[src/rtl/cpu_types_pkg.sv]
// Shared CPU/memory types: bus word, RAM handshake state and the arbiter FSM encoding.
package cpu_types_pkg;

    typedef logic [31:0] word_t;

    typedef enum logic [1:0] {
        FREE,
        BUSY,
        ACCESS,
        ERROR
    } ramstate_t;

    typedef enum logic [2:0] {
        IDLE,
        IACC,
        DRD,
        DWR,
        IRSP,
        DRSP
    } arbstate_t;

endpackage

[src/rtl/mem_arbiter_if.sv]
// Cache request and RAM port bundle; the arbiter is the slave, caches and RAM sit on master.
interface mem_arbiter_if;
    import cpu_types_pkg::*;

    logic      iREN;
    logic      dREN;
    logic      dWEN;
    word_t     iaddr;
    word_t     daddr;
    word_t     dstore;
    logic      iwait;
    logic      dwait;
    word_t     iload;
    word_t     dload;
    logic      ramREN;
    logic      ramWEN;
    word_t     ramaddr;
    word_t     ramstore;
    word_t     ramload;
    ramstate_t ramstate;
    logic      err;

    modport slave (
        input  iREN, dREN, dWEN, iaddr, daddr, dstore, ramload, ramstate,
        output iwait, dwait, iload, dload, ramREN, ramWEN, ramaddr, ramstore, err
    );

    modport master (
        output iREN, dREN, dWEN, iaddr, daddr, dstore, ramload, ramstate,
        input  iwait, dwait, iload, dload, ramREN, ramWEN, ramaddr, ramstore, err
    );

endinterface

[src/rtl/mem_arbiter.sv]
// Serialises i/d cache requests onto one RAM port; data first with one-shot fairness,
// timeout and sticky error on RAM faults.
module mem_arbiter
    import cpu_types_pkg::*;
#(
    parameter int unsigned TIMEOUT = 64,
    parameter word_t       ERRWORD = 32'hBAD1BAD1
) (
    input logic           CLK,
    input logic           nRST,
    mem_arbiter_if.slave  bus
);

    localparam int unsigned CW = $clog2(TIMEOUT + 1);

    arbstate_t     state, next_state;
    word_t         req_addr, req_data;
    word_t         iload, dload;
    logic [CW-1:0] counter;
    logic          fair, err;

    logic  grant_i, grant_d, in_access, fail, finish;
    logic  ramREN, ramWEN, iwait, dwait;
    word_t ramaddr, ramstore;

    assign in_access = (state == IACC) || (state == DRD) || (state == DWR);
    // ACCESS wins over a coincident timeout
    assign fail   = (bus.ramstate == ERROR) ||
                    ((counter == CW'(TIMEOUT - 1)) && (bus.ramstate != ACCESS));
    assign finish = (bus.ramstate == ACCESS) || fail;

    always_comb begin
        next_state = state;
        grant_i    = 1'b0;
        grant_d    = 1'b0;
        ramREN     = 1'b0;
        ramWEN     = 1'b0;
        ramaddr    = '0;
        ramstore   = '0;
        iwait      = 1'b1;
        dwait      = 1'b1;
        unique case (state)
            IDLE: begin
                if ((bus.dREN || bus.dWEN) && !(fair && bus.iREN)) begin
                    grant_d    = 1'b1;
                    next_state = bus.dWEN ? DWR : DRD;
                end else if (bus.iREN) begin
                    grant_i    = 1'b1;
                    next_state = IACC;
                end
            end
            IACC: begin
                ramREN  = 1'b1;
                ramaddr = req_addr;
                if (finish) next_state = IRSP;
            end
            DRD: begin
                ramREN  = 1'b1;
                ramaddr = req_addr;
                if (finish) next_state = DRSP;
            end
            DWR: begin
                ramWEN   = 1'b1;
                ramaddr  = req_addr;
                ramstore = req_data;
                if (finish) next_state = DRSP;
            end
            IRSP: begin
                iwait      = 1'b0;
                next_state = IDLE;
            end
            DRSP: begin
                dwait      = 1'b0;
                next_state = IDLE;
            end
            default: next_state = IDLE;
        endcase
    end

    always_ff @(posedge CLK) begin
        if (!nRST) begin
            state    <= IDLE;
            req_addr <= '0;
            req_data <= '0;
            iload    <= '0;
            dload    <= '0;
            counter  <= '0;
            fair     <= 1'b0;
            err      <= 1'b0;
        end else begin
            state <= next_state;
            if (grant_i || grant_d) begin
                req_addr <= grant_d ? bus.daddr : bus.iaddr;
                req_data <= bus.dstore;
                counter  <= '0;
            end
            if (in_access) counter <= counter + 1'b1;
            if (grant_i) fair <= 1'b0;
            if (state == DRSP) fair <= 1'b1;
            if (in_access && finish) begin
                if (fail) err <= 1'b1;
                if (state == IACC) iload <= fail ? ERRWORD : bus.ramload;
                if (state == DRD)  dload <= fail ? ERRWORD : bus.ramload;
            end
        end
    end

    assign bus.ramREN   = ramREN;
    assign bus.ramWEN   = ramWEN;
    assign bus.ramaddr  = ramaddr;
    assign bus.ramstore = ramstore;
    assign bus.iwait    = iwait;
    assign bus.dwait    = dwait;
    assign bus.iload    = iload;
    assign bus.dload    = dload;
    assign bus.err      = err;

endmodule

[src/flat_wrapper.sv]
// flat-port wrapper written by rule: the top's interface ports become plain ports
module mem_arbiter_flat import cpu_types_pkg::*;
#(
    parameter int unsigned TIMEOUT = 64,
    parameter word_t       ERRWORD = 32'hBAD1BAD1
)
  (CLK, nRST, bus_iREN, bus_dREN, bus_dWEN, bus_iaddr, bus_daddr, bus_dstore, bus_ramload, bus_ramstate, bus_iwait, bus_dwait, bus_iload, bus_dload, bus_ramREN, bus_ramWEN, bus_ramaddr, bus_ramstore, bus_err);
  mem_arbiter_if bus_i ();
  input logic CLK;
  input logic nRST;
  input wire logic [$bits(bus_i.iREN)-1:0] bus_iREN;
  input wire logic [$bits(bus_i.dREN)-1:0] bus_dREN;
  input wire logic [$bits(bus_i.dWEN)-1:0] bus_dWEN;
  input wire logic [$bits(bus_i.iaddr)-1:0] bus_iaddr;
  input wire logic [$bits(bus_i.daddr)-1:0] bus_daddr;
  input wire logic [$bits(bus_i.dstore)-1:0] bus_dstore;
  input wire logic [$bits(bus_i.ramload)-1:0] bus_ramload;
  input wire logic [$bits(bus_i.ramstate)-1:0] bus_ramstate;
  output wire logic [$bits(bus_i.iwait)-1:0] bus_iwait;
  output wire logic [$bits(bus_i.dwait)-1:0] bus_dwait;
  output wire logic [$bits(bus_i.iload)-1:0] bus_iload;
  output wire logic [$bits(bus_i.dload)-1:0] bus_dload;
  output wire logic [$bits(bus_i.ramREN)-1:0] bus_ramREN;
  output wire logic [$bits(bus_i.ramWEN)-1:0] bus_ramWEN;
  output wire logic [$bits(bus_i.ramaddr)-1:0] bus_ramaddr;
  output wire logic [$bits(bus_i.ramstore)-1:0] bus_ramstore;
  output wire logic [$bits(bus_i.err)-1:0] bus_err;
  assign bus_i.iREN = bus_iREN;
  assign bus_i.dREN = bus_dREN;
  assign bus_i.dWEN = bus_dWEN;
  assign bus_i.iaddr = bus_iaddr;
  assign bus_i.daddr = bus_daddr;
  assign bus_i.dstore = bus_dstore;
  assign bus_i.ramload = bus_ramload;
  assign bus_i.ramstate = bus_ramstate;
  assign bus_iwait = bus_i.iwait;
  assign bus_dwait = bus_i.dwait;
  assign bus_iload = bus_i.iload;
  assign bus_dload = bus_i.dload;
  assign bus_ramREN = bus_i.ramREN;
  assign bus_ramWEN = bus_i.ramWEN;
  assign bus_ramaddr = bus_i.ramaddr;
  assign bus_ramstore = bus_i.ramstore;
  assign bus_err = bus_i.err;
  mem_arbiter #(.TIMEOUT(TIMEOUT), .ERRWORD(ERRWORD)) u_core (.CLK(CLK), .nRST(nRST), .bus(bus_i));
endmodule
[config.mk]
export PLATFORM = sky130hd
export DESIGN_NAME = mem_arbiter_flat
export DESIGN_NICKNAME = d
export VERILOG_FILES = /design/src/rtl/cpu_types_pkg.sv /design/src/rtl/mem_arbiter_if.sv /design/src/rtl/mem_arbiter.sv /design/src/flat_wrapper.sv
export SDC_FILE = /design/constraint.sdc
export NUM_CORES = 1
export LEC_CHECK = 0
export BUFFER_PORTS_ARGS = -buffer_cell sky130_fd_sc_hd__buf_2
export CAP_MARGIN = 0
export CORE_MARGIN = 2
export CORE_UTILIZATION = 53
export CTS_BUF_LIST = sky130_fd_sc_hd__clkbuf_4
export CTS_CLUSTER_DIAMETER = 30
export DETAILED_ROUTE_END_ITERATION = 7
export PLACE_DENSITY = 0.95
export SLEW_MARGIN = 5
export SYNTH_ARGS = -nofsm -noshare
export SYNTH_HDL_FRONTEND = slang
export SYNTH_SLANG_ARGS = --single-unit
export TNS_END_PERCENT = 5
[constraint.sdc]
create_clock -name CLK -period 5.05 [get_ports CLK]
set_clock_uncertainty 0.05 [all_clocks]
set_input_delay 0.505 -clock CLK [delete_from_list [all_inputs] [get_ports CLK]]
set_output_delay 0.505 -clock CLK [all_outputs]
set_load 0.01 [all_outputs]
# Word-level counts from Yosys, hierarchy flattened
# Cells that the tools add are included.
[classes]
reduce_logical = 21
addsub = 1
mux = 23
n_eq_ne = 12
[op_table]
columns = ["cell", "count"]
rows = [
  ["two-way mux 32 bit", 4],
  ["two-way mux 7 bit", 2],
  ["two-way mux 1 bit", 12],
  ["two-way mux 3 bit", 4],
  ["one-hot mux 3 bit (3 select lines)", 1],
  ["adder 7 x 1 -> 7 bit (second input constant)", 1],
  ["== test 7 x 6 -> 1 bit (second input constant)", 1],
  ["== test 3 x 2 -> 1 bit (second input constant)", 2],
  ["== test 3 bit (second input constant)", 2],
  ["logical OR 1 bit", 6],
  ["AND reduction 2 bit", 3],
  ["== test 2 bit (second input constant)", 2],
  ["logical AND 1 bit", 4],
  ["inequality test 2 x 1 -> 1 bit (second input constant)", 2],
  ["nonzero test 2 bit", 2],
  ["OR reduction 2 bit", 2],
  ["== test 3 x 1 -> 1 bit (second input constant)", 1],
  ["zero test 3 bit", 1],
  ["inequality test 3 x 2 -> 1 bit (second input constant)", 1],
  ["AND reduction 3 bit", 1],
  ["OR reduction 3 bit", 1],
  ["inequality test 2 bit (second input constant)", 1],
  ["zero test 1 bit", 1],
]
[word_totals]
ff_bits = 140
output_inout_bits = 133
word_cells = 65

# Longest topological paths before layout
[logic_depth]
ltp_word = 8
depth_mapped = 8
ltp_nobuf = 5

# Worst setup path before layout
# OpenSTA, ideal clock, no wires.
[synth_timing]
kind = "register to output"
from = "register u_core.state[1]"
to = "output port bus_ramaddr[10]"
slack_ps = 3233
arrival_ps = 1262
path_stages_with_launch = 6
n_path_buf = 3
t_required_ps = 4495
path_cell_list = "dfxtp_1 buf_2 o21ba_2 clkbuf_1 clkbuf_1 and2_1"
[synth_via]
elab_chain_cells = 3
word_cells_on_any_way = 5
[synth_rtl]
columns = ["element", "line_no", "source"]
rows = [
  ["from (decl)", "mem_arbiter.sv:16", "arbstate_t state, next_state;"],
  ["from (signal assigned)", "mem_arbiter.sv:91", "state <= next_state;"],
  ["== test 3 x 2 -> 1 bit / == test 3 x 1 -> 1 bit (equally long branches)", "mem_arbiter.sv:42", "unique case (state)"],
  ["OR reduction 3 bit (no line) (*)", "n/a", ""],
  ["two-way mux 32 bit (*)", "mem_arbiter.sv:42", ""],
  ["to (decl)", "flat_wrapper.sv:25", "output wire logic [$bits(bus_i.ramaddr)-1:0] bus_ramaddr;"],
]
# Mark *: on every way between the ends. The rest lies on a longest branch, timed or not.

# Worst setup path after layout
[layout_timing]
from = "register u_core.state[1]"
to = "output port bus_ramstore[7]"
[layout_via]
elab_chain_cells = 2
[layout_rtl]
columns = ["element", "line_no", "source"]
rows = [
  ["== test 3 x 2 -> 1 bit", "mem_arbiter.sv:42", ""],
  ["two-way mux 32 bit", "mem_arbiter.sv:42", ""],
  ["to (decl)", "flat_wrapper.sv:26", "output wire logic [$bits(bus_i.ramstore)-1:0] bus_ramstore;"],
]
# No other way between the ends.

==> results.json <==
{
  "status": "finished clean",
  "relSlewSlack": 0.3154,
  "hold_class": "in -> reg",
  "cts_buffer_depth": 2,
  "path_clk_slew_ps": 110,
  "yosysSeqAreaShare": 0.4559,
  "dr_wl_met2_mm": 7.870,
  "antenna_found_initial": 0,
  "post_cts_buffers": 0,
  "power_uw": 2524,
  "route.met3.wl_mm": 1.421,
  "period_share": 0.5865,
  "cts.sinks": 140,
  "fmax_mhz": 337.6,
  "io_pins": 268,
  "crit_arrival_ps": 2410,
  "cts_resized": 0,
  "placedCellCount": 1063,
  "rows": 39,
  "crit_start": "u_core.state[1]$_SDFFE_PN0P_",
  "synth_top_flop_cell": "dfxtp_1",
  "vias": 5924,
  "h-tree-depth": 4,
  "drt_iter0_markers": 434,
  "hp-start": "bus_dstore[0]",
  "tritoncts": "built",
  "vdd_ir_drop_max_mv": 0.2283,
  "layout_min_cycle_time_ps": 2962,
  "maxCapViolCount": 0,
  "wire_per_inst_um": 14.75,
  "synth_edf_count": 0,
  "top_layer_used": "met4",
  "worstMarginPinSlew_ps": 1027,
  "wl_mm": 16.15,
  "dp_hpwl_mm": 10.99,
  "gp_congestion": 0.7636,
  "grt-ovfl-total": 0,
  "die_area_um2": 12480,
  "syn_inst": 710,
  "track_usage": 0.2500,
  "grt_pass1_wl_mm": 25.59,
  "grt_pass1_vias": 5506,
  "worstPathRequired_ps": 4490,
  "cts-root-buf": "clkbuf_4",
  "postLayoutCellArea_um2": 7712,
  "cp_max_fo": 33,
  "synth_nets": 846,
  "num-fill-cells": 896,
  "die_h_um": 111.7,
  "final_nets": 1075,
  "cts_buffers": 17,
  "synth.ff_latch_count": 140,
  "mostFrequentLayoutCell": "buf_2",
  "setup_violations": 0,
  "p_leak_uw": 0.003877,
  "rsz0062_at_grt": "false",
  "port-buffer-count": 267,
  "antennaDiodeCount": 0,
  "drt-met1-wl_mm": 6.555,
  "initial_utilization": 0.5407,
  "start_kind": "flip-flop",
  "vias_per_cell": 5.410,
  "core-area_um2": 11370,
  "ant_nets": 0,
  "area_growth_pct": 25.46,
  "yosysWarnings": 0,
  "crit_path_end_kind": "output pin",
  "fin_util": 0.6783,
  "most-common-layout-cells": "266 x buf_2, 142 x nand2_1, 140 x dfxtp_1",
  "syn_area_um2": 6147,
  "drive_above_1_share": 0.3330,
  "dieWidth_um": 111.7,
  "fin_tns_setup_ps": 0,
  "grt_max_degree": 75,
  "slew_violations": 0,
  "syn-mean-instance-area_um2": 8.658,
  "crit_type": "reg -> out",
  "async_flop_share": 0,
  "synth_cell_types": 41,
  "place_area_um2": 7433,
  "insertion_delay_ps": 550,
  "instances_no_fill": 1095,
  "drc_errors": 0,
  "drtPass1Iterations": 5,
  "power_density_nw_per_um2": 327.2,
  "timing.rr.start": "u_core.state[0]$_SDFFE_PN0P_",
  "hold_viol": 0,
  "postCtsHoldBufs": 0
}
-- cell usage after synthesis (6+ instances only) --
| cell | n | area [um^2] |
|---|---|---|
| nand2_1 | 142 | 533.0 |
| o221ai_1 | 32 | 280.3 |
| o21ai_0 | 33 | 165.2 |
| dfxtp_1 | 140 | 2803 |
| and2_1 | 65 | 406.6 |
| a21oi_1 | 6 | 30.03 |
| a21boi_0 | 57 | 427.9 |
| o211a_1 | 36 | 360.4 |
| a21boi_1 | 40 | 300.3 |
| buf_2 | 19 | 95.09 |
| nand3_1 | 31 | 155.2 |
| clkbuf_1 | 39 | 146.4 |
| nor2_1 | 25 | 93.84 |
-- per-stage QoR --
stage	hold slack, ps	setup WS (ps)
floorplan	380.5	3233
global placement	384.9	2535
detailed placement	390.4	2447
CTS	93.29	2094
global route	97.73	1949
finish	127.7	2088
-- registers in the layout, indices dropped and copies added (netlist names) --
signal	count
u_core.bus.dload	32
u_core.bus.err	1
u_core.bus.iload	32
u_core.counter	7
u_core.fair	1
u_core.req_addr	32
u_core.req_data	32
u_core.state	3
-- report_power, final --
| group | internal [uW] | leakage [uW] | total (uW) | switching (uW) |
|---|---|---|---|---|
| logic | 214 | 0.00259 | 556 | 342 |
| registers | 1210 | 0.00114 | 1260 | 54.0 |
| clock network | 306 | 0.000148 | 707 | 401 |
| total | 1730 | 0.00388 | 2520 | 797 |
-- path summary, 6_finish.rpt --
| check | to | slack, ps | depth (start not counted) |
|---|---|---|---|
| setup / recovery | bus_ramstore[7] | 2090 | 3 |
| hold / removal | u_core.req_data[0]$_SDFFE_PN0P_ | 130 | 3 |
| setup reg to reg | u_core.bus.iload[25]$_SDFFE_PN0P_ | 2790 | 4 |
| hold reg to reg | u_core.req_addr[2]$_SDFFE_PN0P_ | 400 | 2 |
-- critical path, cell delays in order (launching register included) --
cell,delay [ps]
dfxtp_1,580
and3b_1,900
and2_1,250
buf_2,130
-- metal layers --
layer  vias up  GRT usage
met4         0     0.1004
met3        27    0.08655
met2       236     0.4214
li1       2924          -
met5         -          0
met1      2737     0.2918
-- area by class of cell --
type	count	area [um^2]	share of cell area
inverters	1	3.754	0.0004867
flip-flops and latches	140	2803	0.3634
clock inverters	12	123.9	0.01606
clock buffers	20	150.1	0.01947
repair buffers	275	1399	0.1814
multi-input cells	504	3054	0.3960
well taps	143	178.9	0.02320
-- logic make-up (layout without fill, tap and decap cells) --
logic type / count (synthesis) / after routing / synth area share
mux: 1 / 1 / 0.001628
fa+ha+maj: 1 / 1 / 0.002035
simple gates: 287 / 287 / 0.2210
compound gates: 214 / 214 / 0.2670
buf+inv: 66 / 308 / 0.05088
xor+xnor: 1 / 1 / 0.001425
flops: 140 / 140 / 0.4559
No activity file was read; power rests on OpenSTA's default activity.
